## src/rtl/inst_fetch_axi_bridge_if.sv

```systemverilog
//==============================================================================
// Module   : inst_fetch_axi_bridge_if
// Brief    : Fetch request/response bus plus AXI read channels for the bridge.
// Revision : 1.0 - initial release
//==============================================================================
`default_nettype none

interface inst_fetch_axi_bridge_if;
    // Fetch request/response side
    logic        inst_req;
    logic [31:0] inst_addr;
    logic        inst_addr_ok;
    logic        inst_data_ok;
    logic [31:0] inst_rdata;
    logic        inst_bus_err;

    // AXI read-address channel
    logic [3:0]  arid;
    logic [31:0] araddr;
    logic [7:0]  arlen;
    logic [2:0]  arsize;
    logic [1:0]  arburst;
    logic [1:0]  arlock;
    logic [3:0]  arcache;
    logic [2:0]  arprot;
    logic        arvalid;
    logic        arready;

    // AXI read-data channel
    logic [3:0]  rid;
    logic [31:0] rdata;
    logic [1:0]  rresp;
    logic        rlast;
    logic        rvalid;
    logic        rready;

    // slave: the bridge itself; master: the pre-IF/IF stages and the interconnect
    modport slave (
        input  inst_req, inst_addr, arready, rid, rdata, rresp, rlast, rvalid,
        output inst_addr_ok, inst_data_ok, inst_rdata, inst_bus_err,
               arid, araddr, arlen, arsize, arburst, arlock, arcache, arprot,
               arvalid, rready
    );

    modport master (
        output inst_req, inst_addr, arready, rid, rdata, rresp, rlast, rvalid,
        input  inst_addr_ok, inst_data_ok, inst_rdata, inst_bus_err,
               arid, araddr, arlen, arsize, arburst, arlock, arcache, arprot,
               arvalid, rready
    );
endinterface

`default_nettype wire

```

## src/rtl/inst_fetch_axi_bridge.sv

```systemverilog
//==============================================================================
// Module   : inst_fetch_axi_bridge
// Brief    : Instruction-fetch responder issuing one single-beat AXI read per
//            request. Optional macro IFETCH_RRESP_ERR_EN reports rresp errors.
// Revision : 1.0 - initial release
//==============================================================================
`default_nettype none

module inst_fetch_axi_bridge #(
    parameter int         MAX_OUTSTANDING = 2,
    parameter logic [3:0] ARID            = 4'd0
) (
    input  wire logic             clk,
    input  wire logic             reset,
    inst_fetch_axi_bridge_if.slave bus
);

    localparam logic [2:0] c_max_outstanding = 3'(MAX_OUTSTANDING);

    typedef enum logic [0:0] {
        AR_IDLE = 1'b0,
        AR_BUSY = 1'b1
    } ar_state_t;

    ar_state_t   ar_state_q;
    logic [31:0] araddr_q;

    logic [2:0]  cnt_q,      cnt_d;
    logic        rready_q,   rready_d;
    logic        data_ok_q,  data_ok_d;
    logic [31:0] rdata_q,    rdata_d;
    logic        bus_err_q,  bus_err_d;

    logic        w_accept;
    logic        w_counted;
    logic        unused_rresp;

    // Accept never looks at inst_req or arready, only at registered state.
    assign bus.inst_addr_ok = !reset && (ar_state_q == AR_IDLE) && (cnt_q < c_max_outstanding);
    assign w_accept         = bus.inst_req & bus.inst_addr_ok;

    // Beats with a foreign ID or with nothing outstanding are consumed silently.
    assign w_counted = rready_q & bus.rvalid & bus.rlast & (bus.rid == ARID) & (cnt_q != 3'd0);

    always_comb begin
        cnt_d     = cnt_q;
        rready_d  = 1'b1;
        data_ok_d = w_counted;
        rdata_d   = w_counted ? bus.rdata : rdata_q;
        if (w_accept && !w_counted) begin
            cnt_d = cnt_q + 3'd1;
        end else if (!w_accept && w_counted) begin
            cnt_d = cnt_q - 3'd1;
        end
`ifdef IFETCH_RRESP_ERR_EN
        bus_err_d = w_counted && (bus.rresp != 2'b00);
`else
        bus_err_d = 1'b0;
`endif
    end

    always_ff @(posedge clk) begin
        if (reset) begin
            cnt_q     <= 3'd0;
            rready_q  <= 1'b0;
            data_ok_q <= 1'b0;
            rdata_q   <= 32'd0;
            bus_err_q <= 1'b0;
        end else begin
            cnt_q     <= cnt_d;
            rready_q  <= rready_d;
            data_ok_q <= data_ok_d;
            rdata_q   <= rdata_d;
            bus_err_q <= bus_err_d;
        end
    end

    // AR channel: the address is captured on accept and held until arready.
    always_ff @(posedge clk) begin
        if (reset) begin
            ar_state_q <= AR_IDLE;
            araddr_q   <= 32'd0;
        end else begin
            case (ar_state_q)
                AR_IDLE: begin
                    if (w_accept) begin
                        ar_state_q <= AR_BUSY;
                        araddr_q   <= bus.inst_addr;
                    end
                end
                AR_BUSY: begin
                    if (bus.arready) begin
                        ar_state_q <= AR_IDLE;
                    end
                end
                default: ar_state_q <= AR_IDLE;
            endcase
        end
    end

    assign bus.arid    = ARID;
    assign bus.araddr  = araddr_q;
    assign bus.arlen   = 8'd0;
    assign bus.arsize  = 3'b010;
    assign bus.arburst = 2'b01;
    assign bus.arlock  = 2'b00;
    assign bus.arcache = 4'b0000;
    assign bus.arprot  = 3'b000;
    assign bus.arvalid = (ar_state_q == AR_BUSY);
    assign bus.rready  = rready_q;

    assign bus.inst_data_ok = data_ok_q;
    assign bus.inst_rdata   = rdata_q;
    assign bus.inst_bus_err = bus_err_q;

    assign unused_rresp = ^bus.rresp;

endmodule

`default_nettype wire

```

## src/flat_wrapper.sv

```systemverilog
// flat-port wrapper written by rule: the top's interface ports become plain ports
module inst_fetch_axi_bridge_flat 
#(
    parameter int         MAX_OUTSTANDING = 2,
    parameter logic [3:0] ARID            = 4'd0
)
  (clk, reset, bus_inst_req, bus_inst_addr, bus_arready, bus_rid, bus_rdata, bus_rresp, bus_rlast, bus_rvalid, bus_inst_addr_ok, bus_inst_data_ok, bus_inst_rdata, bus_inst_bus_err, bus_arid, bus_araddr, bus_arlen, bus_arsize, bus_arburst, bus_arlock, bus_arcache, bus_arprot, bus_arvalid, bus_rready);
  inst_fetch_axi_bridge_if bus_i ();
  input  wire logic clk;
  input  wire logic reset;
  input wire logic [$bits(bus_i.inst_req)-1:0] bus_inst_req;
  input wire logic [$bits(bus_i.inst_addr)-1:0] bus_inst_addr;
  input wire logic [$bits(bus_i.arready)-1:0] bus_arready;
  input wire logic [$bits(bus_i.rid)-1:0] bus_rid;
  input wire logic [$bits(bus_i.rdata)-1:0] bus_rdata;
  input wire logic [$bits(bus_i.rresp)-1:0] bus_rresp;
  input wire logic [$bits(bus_i.rlast)-1:0] bus_rlast;
  input wire logic [$bits(bus_i.rvalid)-1:0] bus_rvalid;
  output wire logic [$bits(bus_i.inst_addr_ok)-1:0] bus_inst_addr_ok;
  output wire logic [$bits(bus_i.inst_data_ok)-1:0] bus_inst_data_ok;
  output wire logic [$bits(bus_i.inst_rdata)-1:0] bus_inst_rdata;
  output wire logic [$bits(bus_i.inst_bus_err)-1:0] bus_inst_bus_err;
  output wire logic [$bits(bus_i.arid)-1:0] bus_arid;
  output wire logic [$bits(bus_i.araddr)-1:0] bus_araddr;
  output wire logic [$bits(bus_i.arlen)-1:0] bus_arlen;
  output wire logic [$bits(bus_i.arsize)-1:0] bus_arsize;
  output wire logic [$bits(bus_i.arburst)-1:0] bus_arburst;
  output wire logic [$bits(bus_i.arlock)-1:0] bus_arlock;
  output wire logic [$bits(bus_i.arcache)-1:0] bus_arcache;
  output wire logic [$bits(bus_i.arprot)-1:0] bus_arprot;
  output wire logic [$bits(bus_i.arvalid)-1:0] bus_arvalid;
  output wire logic [$bits(bus_i.rready)-1:0] bus_rready;
  assign bus_i.inst_req = bus_inst_req;
  assign bus_i.inst_addr = bus_inst_addr;
  assign bus_i.arready = bus_arready;
  assign bus_i.rid = bus_rid;
  assign bus_i.rdata = bus_rdata;
  assign bus_i.rresp = bus_rresp;
  assign bus_i.rlast = bus_rlast;
  assign bus_i.rvalid = bus_rvalid;
  assign bus_inst_addr_ok = bus_i.inst_addr_ok;
  assign bus_inst_data_ok = bus_i.inst_data_ok;
  assign bus_inst_rdata = bus_i.inst_rdata;
  assign bus_inst_bus_err = bus_i.inst_bus_err;
  assign bus_arid = bus_i.arid;
  assign bus_araddr = bus_i.araddr;
  assign bus_arlen = bus_i.arlen;
  assign bus_arsize = bus_i.arsize;
  assign bus_arburst = bus_i.arburst;
  assign bus_arlock = bus_i.arlock;
  assign bus_arcache = bus_i.arcache;
  assign bus_arprot = bus_i.arprot;
  assign bus_arvalid = bus_i.arvalid;
  assign bus_rready = bus_i.rready;
  inst_fetch_axi_bridge #(.MAX_OUTSTANDING(MAX_OUTSTANDING), .ARID(ARID)) u_core (.clk(clk), .reset(reset), .bus(bus_i));
endmodule
```

## config.mk

```make
export PLATFORM = sky130hd
export DESIGN_NAME = inst_fetch_axi_bridge_flat
export DESIGN_NICKNAME = d
export VERILOG_FILES = /design/src/rtl/inst_fetch_axi_bridge_if.sv /design/src/rtl/inst_fetch_axi_bridge.sv /design/src/flat_wrapper.sv
export SDC_FILE = /design/constraint.sdc
export NUM_CORES = 1
export LEC_CHECK = 0
export BUFFER_PORTS_ARGS = -buffer_cell sky130_fd_sc_hd__buf_2
export CORE_MARGIN = 3
export CORE_UTILIZATION = 44
export DETAILED_ROUTE_END_ITERATION = 10
export GPL_TIMING_DRIVEN = 1
export MAX_ROUTING_LAYER = met4
export PLACE_DENSITY = 0.81
export REMOVE_ABC_BUFFERS = 1
export SETUP_SLACK_MARGIN = 0.02
export SKIP_LAST_GASP = 1
export SLEW_MARGIN = 15
export SYNTH_ARGS = -nofsm -noshare
export SYNTH_HDL_FRONTEND = slang
export SYNTH_SLANG_ARGS = --single-unit
export TNS_END_PERCENT = 50
```

## constraint.sdc

```tcl
create_clock -name clk -period 2.9 [get_ports clk]
set_clock_uncertainty 0.1 [all_clocks]
set_input_delay 0.29 -clock clk [delete_from_list [all_inputs] [get_ports clk]]
set_output_delay 0.29 -clock clk [all_outputs]
set_load 0.01 [all_outputs]
```

* After elaboration in Yosys (flattened, before gate mapping)
Cells that the tools add are included.
** Word-level totals
- Register bits :: 70
- Latch bits :: 0
- Memory bits (writable) :: 0
- ROM bits :: 0
- Bits of input ports :: 76
- Output and inout bits :: 95
- Word-level logic and storage cells :: 32
- Memories kept :: 0
** Cells by class
- Add/sub/neg operators :: 2
- Multiply operators :: 0
- Div/mod/pow operators :: 0
- $lt $le $gt $ge :: 1
- Eq/ne operators :: 0
- Shift-type cells :: 0
- Multiplexer cells :: 6
- Bitwise gates (word level) :: 6
- Reductions and logical operators :: 11
** Operators with widths (number)
- 3-bit two-way mux :: 2
- 1-bit bitwise AND :: 5
- 1-bit logical AND :: 4
- 4-bit zero test :: 1
- 3-bit by 1-bit adder with 3-bit output, second input constant :: 1
- 1-bit zero test :: 3
- 3-bit by 2-bit less-than comparator with 1-bit output, second input constant :: 1
- 1-bit two-way mux :: 3
- 3-bit nonzero test :: 1
- 3-bit by 1-bit subtractor with 3-bit output, second input constant :: 1
- 1-bit one-hot mux with 2 select lines :: 1
- 2-bit AND reduction :: 1
- 2-bit nonzero test :: 1
- 1-bit NOT :: 1

* Longest topological paths before layout
- Depth after elaboration :: 8
- Gate-level depth with buffers :: 10

* Worst setup path after synthesis
Ideal clock, no wire load.
- Path type :: input port to flip-flop
- Start point :: input bus_rid[0]
- End point :: register u_core.cnt_q[2]
- Setup time :: 70 ps
- Arrival time :: 2374 ps
- Path slack :: 355 ps
- Stages :: 10
- Path buffers :: 1
- Cell sequence :: or4b_4 nor4_4 buf_6 inv_2 ha_1 inv_1 fa_1 xor2_1 or3_1 a21oi_1
** Between the ends
- Longest elaborated chain between the ends :: 6
** RTL lines
- from (decl) :: RTL line flat_wrapper.sv:14 : input wire logic [$bits(bus_i.rid)-1:0] bus_rid;
- 4-bit zero test * :: RTL line inst_fetch_axi_bridge.sv:43 : assign w_counted = rready_q & bus.rvalid & bus.rlast & (bus.rid == ARID) & (cnt_q != 3'd0);
- 1-bit bitwise AND * (2 in series) :: RTL line inst_fetch_axi_bridge.sv:43
- 1-bit zero test :: RTL line inst_fetch_axi_bridge.sv:50 : if (w_accept && !w_counted) begin
- 1-bit logical AND :: RTL line inst_fetch_axi_bridge.sv:50
- 3-bit two-way mux or 2-bit nonzero test (tied branches)
- to (signal assigned) :: RTL line inst_fetch_axi_bridge.sv:70 : cnt_q <= cnt_d;
- to (decl) :: RTL line inst_fetch_axi_bridge.sv:28 : logic [2:0] cnt_q, cnt_d;
Every way passes the cells marked *; elsewhere a longest branch is shown, timed or not.
A chain may end at the register's enable or synchronous reset.

* Worst setup path in the final report
- Start point :: register u_core.cnt_q[1]
- End point :: register u_core.cnt_q[2]
** Between the ends
- Longest elaborated chain between the ends :: 6
** RTL lines
- 3-bit by 2-bit less-than comparator with 1-bit output :: RTL line inst_fetch_axi_bridge.sv:39 : assign bus.inst_addr_ok = !reset && (ar_state_q == AR_IDLE) && (cnt_q < c_max_outstanding);
- 1-bit logical AND :: RTL line inst_fetch_axi_bridge.sv:39
- 1-bit bitwise AND :: RTL line inst_fetch_axi_bridge.sv:40 : assign w_accept = bus.inst_req & bus.inst_addr_ok;
- 1-bit zero test :: RTL line inst_fetch_axi_bridge.sv:52 : end else if (!w_accept && w_counted) begin
- 1-bit logical AND :: RTL line inst_fetch_axi_bridge.sv:52
- 2-bit nonzero test (no line)
Parallel ways exist; a longest one is shown, timed or not. The select of a mux whose other input is x is not followed.

==> flow_summary.toml <==
[run_status]
status = "finished, final reports clean"

[setup_path]
cp.arrival_ns = 2.61
path_cells = "or4_1 -> nor2_1 -> ha_1 -> inv_1 -> fa_1 -> xor2_1 -> or3_1 -> a21oi_1"
worst_ep_required_time_ns = 3.05
worst-path-max-fanout = 4
crit_path_max_incr_delay_ns = 0.54
end_kind = "flop"
worstSetupPathType = "reg -> reg"
cp_top_family = "simple AND/OR/NAND/NOR gates"
startpoint_type = "flop"
worst-path-buf-inv = 1
crit_slowest_cell = "or4_1"

[clock_network]
insertion_delay_ns = 0.31
cts_resized = 0
cts-root-buf = "clkbuf_8"
cts_sinks = 70
htreeDepth = 3
cts_made_buffers = 9
holdBufCountCts = 0
path_clk_slew_ns = 0.07
cts_setup_buffers = 0
cts_buffer_depth = 2
cts_tree = "done"

[logic_synthesis]
netlist_area_mm2 = 0.00296
synth_top_area_share_pct = 47.3
yosysTopAreaCell = "dfxtp_1"
synth_cells = 343
async_reset_ff_share_pct = 0
ys_warn_count = 0
synth_edf_count = 0
ys_seq_elements = 70
ys.flop_type = "dfxtp_1"
yosysUniqueCellTypes = 26
seq_area_frac_synth_pct = 47.3
avgSynthCellArea_um2 = 8.63
synth_area_leaders = "dfxtp_1 (47%), mux2i_1 (11%), nand2_1 (8.2%)"

[drt]
routedWlPerCell_um = 13.4
drt_iter0_drc = 134
routed_via_density = 4.91
num_vias = 2730
drt-total-wl_um = 7480
drc = 0
ant_nets = 0
dr.pass1.iters = 4

[sta]
rsz0062_at_grt = "no"
timing.fmax_mhz = 406
setup_viol = 0
max_slew_margin_pct = 60.3
whs_ns = 0.109
min_period_over_period_pct = 84.9
min_period_ns = 2.46
drv_slew = 0
hold_viol_final = 0
worst_slew_pin_slew_ns = 0.592
setup_slack_ns = 0.438

[cells_and_area]
fin_nets = 552
layout-drive-gt1-share_pct = 34.7
area_delta_synth_final_pct = 27.1
diodes = 0

[global_routing]
grt_pass1_vias = 2554
grt_max_degree = 38
overflow = 0
grt_first_pass_wirelength_um = 11500
antenna_found_initial = 0
grt_use_total_pct = 19.1

[power_and_ir_drop]
irDropWorstVdd_v = 0.000280
power.total_uw = 1980
power.density_mw_per_mm2 = 526
p_leak_uw = 0.00176

[place]
gp_congestion = 0.757
portBuffers = 141
place_ws_ns = 0.443
post-dp-hpwl_um = 5470

[floorplanning]
die-area_mm2 = 0.00775
rows = 29
ioPinCount = 171
core_area_mm2 = 0.00642
initial_core_util_pct = 46.1
die_h_um = 88.0
die_w_um = 88.0

[worst_hold_path]
hold_path_class = "in -> reg"

[flow_run]
max-cap-violations = 0
-- metal layers --
metal	track usage (%)	wire [µm]	part of all wire, %
met1	20.9	3020	40
met2	34.7	4090	55
met3	2.63	294	3.9
met5	-	0	0
met4	7.28	72	0.96
-- cells in the mapped netlist, types with 2 or more instances --
master and count:
nor2_1 3, buf_4 27, clkbuf_1 19, a21oi_1 33
xor2_1 2, buf_2 3, o21ai_0 33, inv_2 2
buf_1 3, nand2_1 65, nand3_1 32, inv_1 3
buf_6 3, mux2i_1 33, conb_1 2, dfxtp_1 70
-- cell usage in the layout (no fill, tap or decap), types with 2 or more instances in the layout --
| master | count |
|---|---|
| a21oi_1 | 33 |
| inv_2 | 2 |
| o21ai_0 | 33 |
| nor2_1 | 3 |
| mux2i_1 | 33 |
| dfxtp_1 | 70 |
| buf_2 | 141 |
| clkbuf_1 | 5 |
| nand3_1 | 32 |
| nand2_1 | 65 |
| buf_4 | 8 |
| clkbuf_8 | 10 |
| xor2_1 | 2 |
| inv_1 | 2 |
| conb_1 | 27 |
-- stage by stage --
step | std cells | TNS, ns | util [%] | area [µm²]
6_report | 556 | 0 | 58.6 | 3760
5_1_grt | 556 | 0 | 58.6 | 3760
4_1_cts | 556 | 0 | 58.6 | 3760
3_5_place_dp | 540 | 0 | 56.1 | 3600
3_3_place_gp | 540 | 0 | 56.1 | 3600
2_1_floorplan | 313 | -1.65 | - | 2720
-- path summary, 6_finish.rpt --
check / startpoint / to / slack [ns] / depth (start not counted)
max: u_core.cnt_q[1] / u_core.cnt_q[2] / 0.44 / 8
min: bus_rdata[2] / u_core.bus.inst_rdata[2] / 0.11 / 3
max reg2reg: u_core.cnt_q[1] / u_core.cnt_q[2] / 0.44 / 8
min reg2reg: u_core.bus.inst_rdata[27] / u_core.bus.inst_rdata[27] / 0.36 / 2
-- state kept, by name (all words and copies together), names as in the netlist --
signal                   cells
u_core.bus.inst_data_ok      1
u_core.bus.araddr           32
u_core.cnt_q                 3
u_core.bus.arvalid           1
u_core.bus.rready            1
u_core.bus.inst_rdata       32
-- worst reg2reg max path, cell delays in order, from the launching register on --
cell and delay, ns:
dfxtp_1 0.34, or4_1 0.54, nor2_1 0.16, ha_1 0.22, inv_1 0.07, fa_1 0.37, xor2_1 0.16, or3_1 0.31
a21oi_1 0.14
-- power breakdown --
part / internal (µW) / switching [µW]
Clock: 335 / 325
Sequential: 999 / 19.7
Combinational: 117 / 185
Total: 1450 / 529
-- layout make-up --
| class | count | area [µm²] |
|---|---|---|
| Clock buffer | 15 | 156 |
| Clock inverter | 1 | 5.00 |
| Fill cell | 605 | 2660 |
| Inverter | 5 | 18.8 |
| Multi-Input combinational cell | 238 | 1300 |
| Sequential cell | 70 | 1400 |
| Tap cell | 77 | 96.3 |
| Timing Repair Buffer | 150 | 786 |
-- cells by family (layout without fill, tap and decap cells) --
kind of cell,count (synthesis),in the layout,synth area share [%]
multiplexers,33,33,11.2
adder cells (fa/ha/maj),2,2,1.10
flip-flops,70,70,47.3
AND/OR/NAND/NOR,107,107,16.3
XOR/XNOR,2,2,0.592
other,2,27,0.254
AO/OA/AOI/OAI,67,67,11.4
buffers and inverters,60,171,11.9
Power figures use the tool's default switching activity.
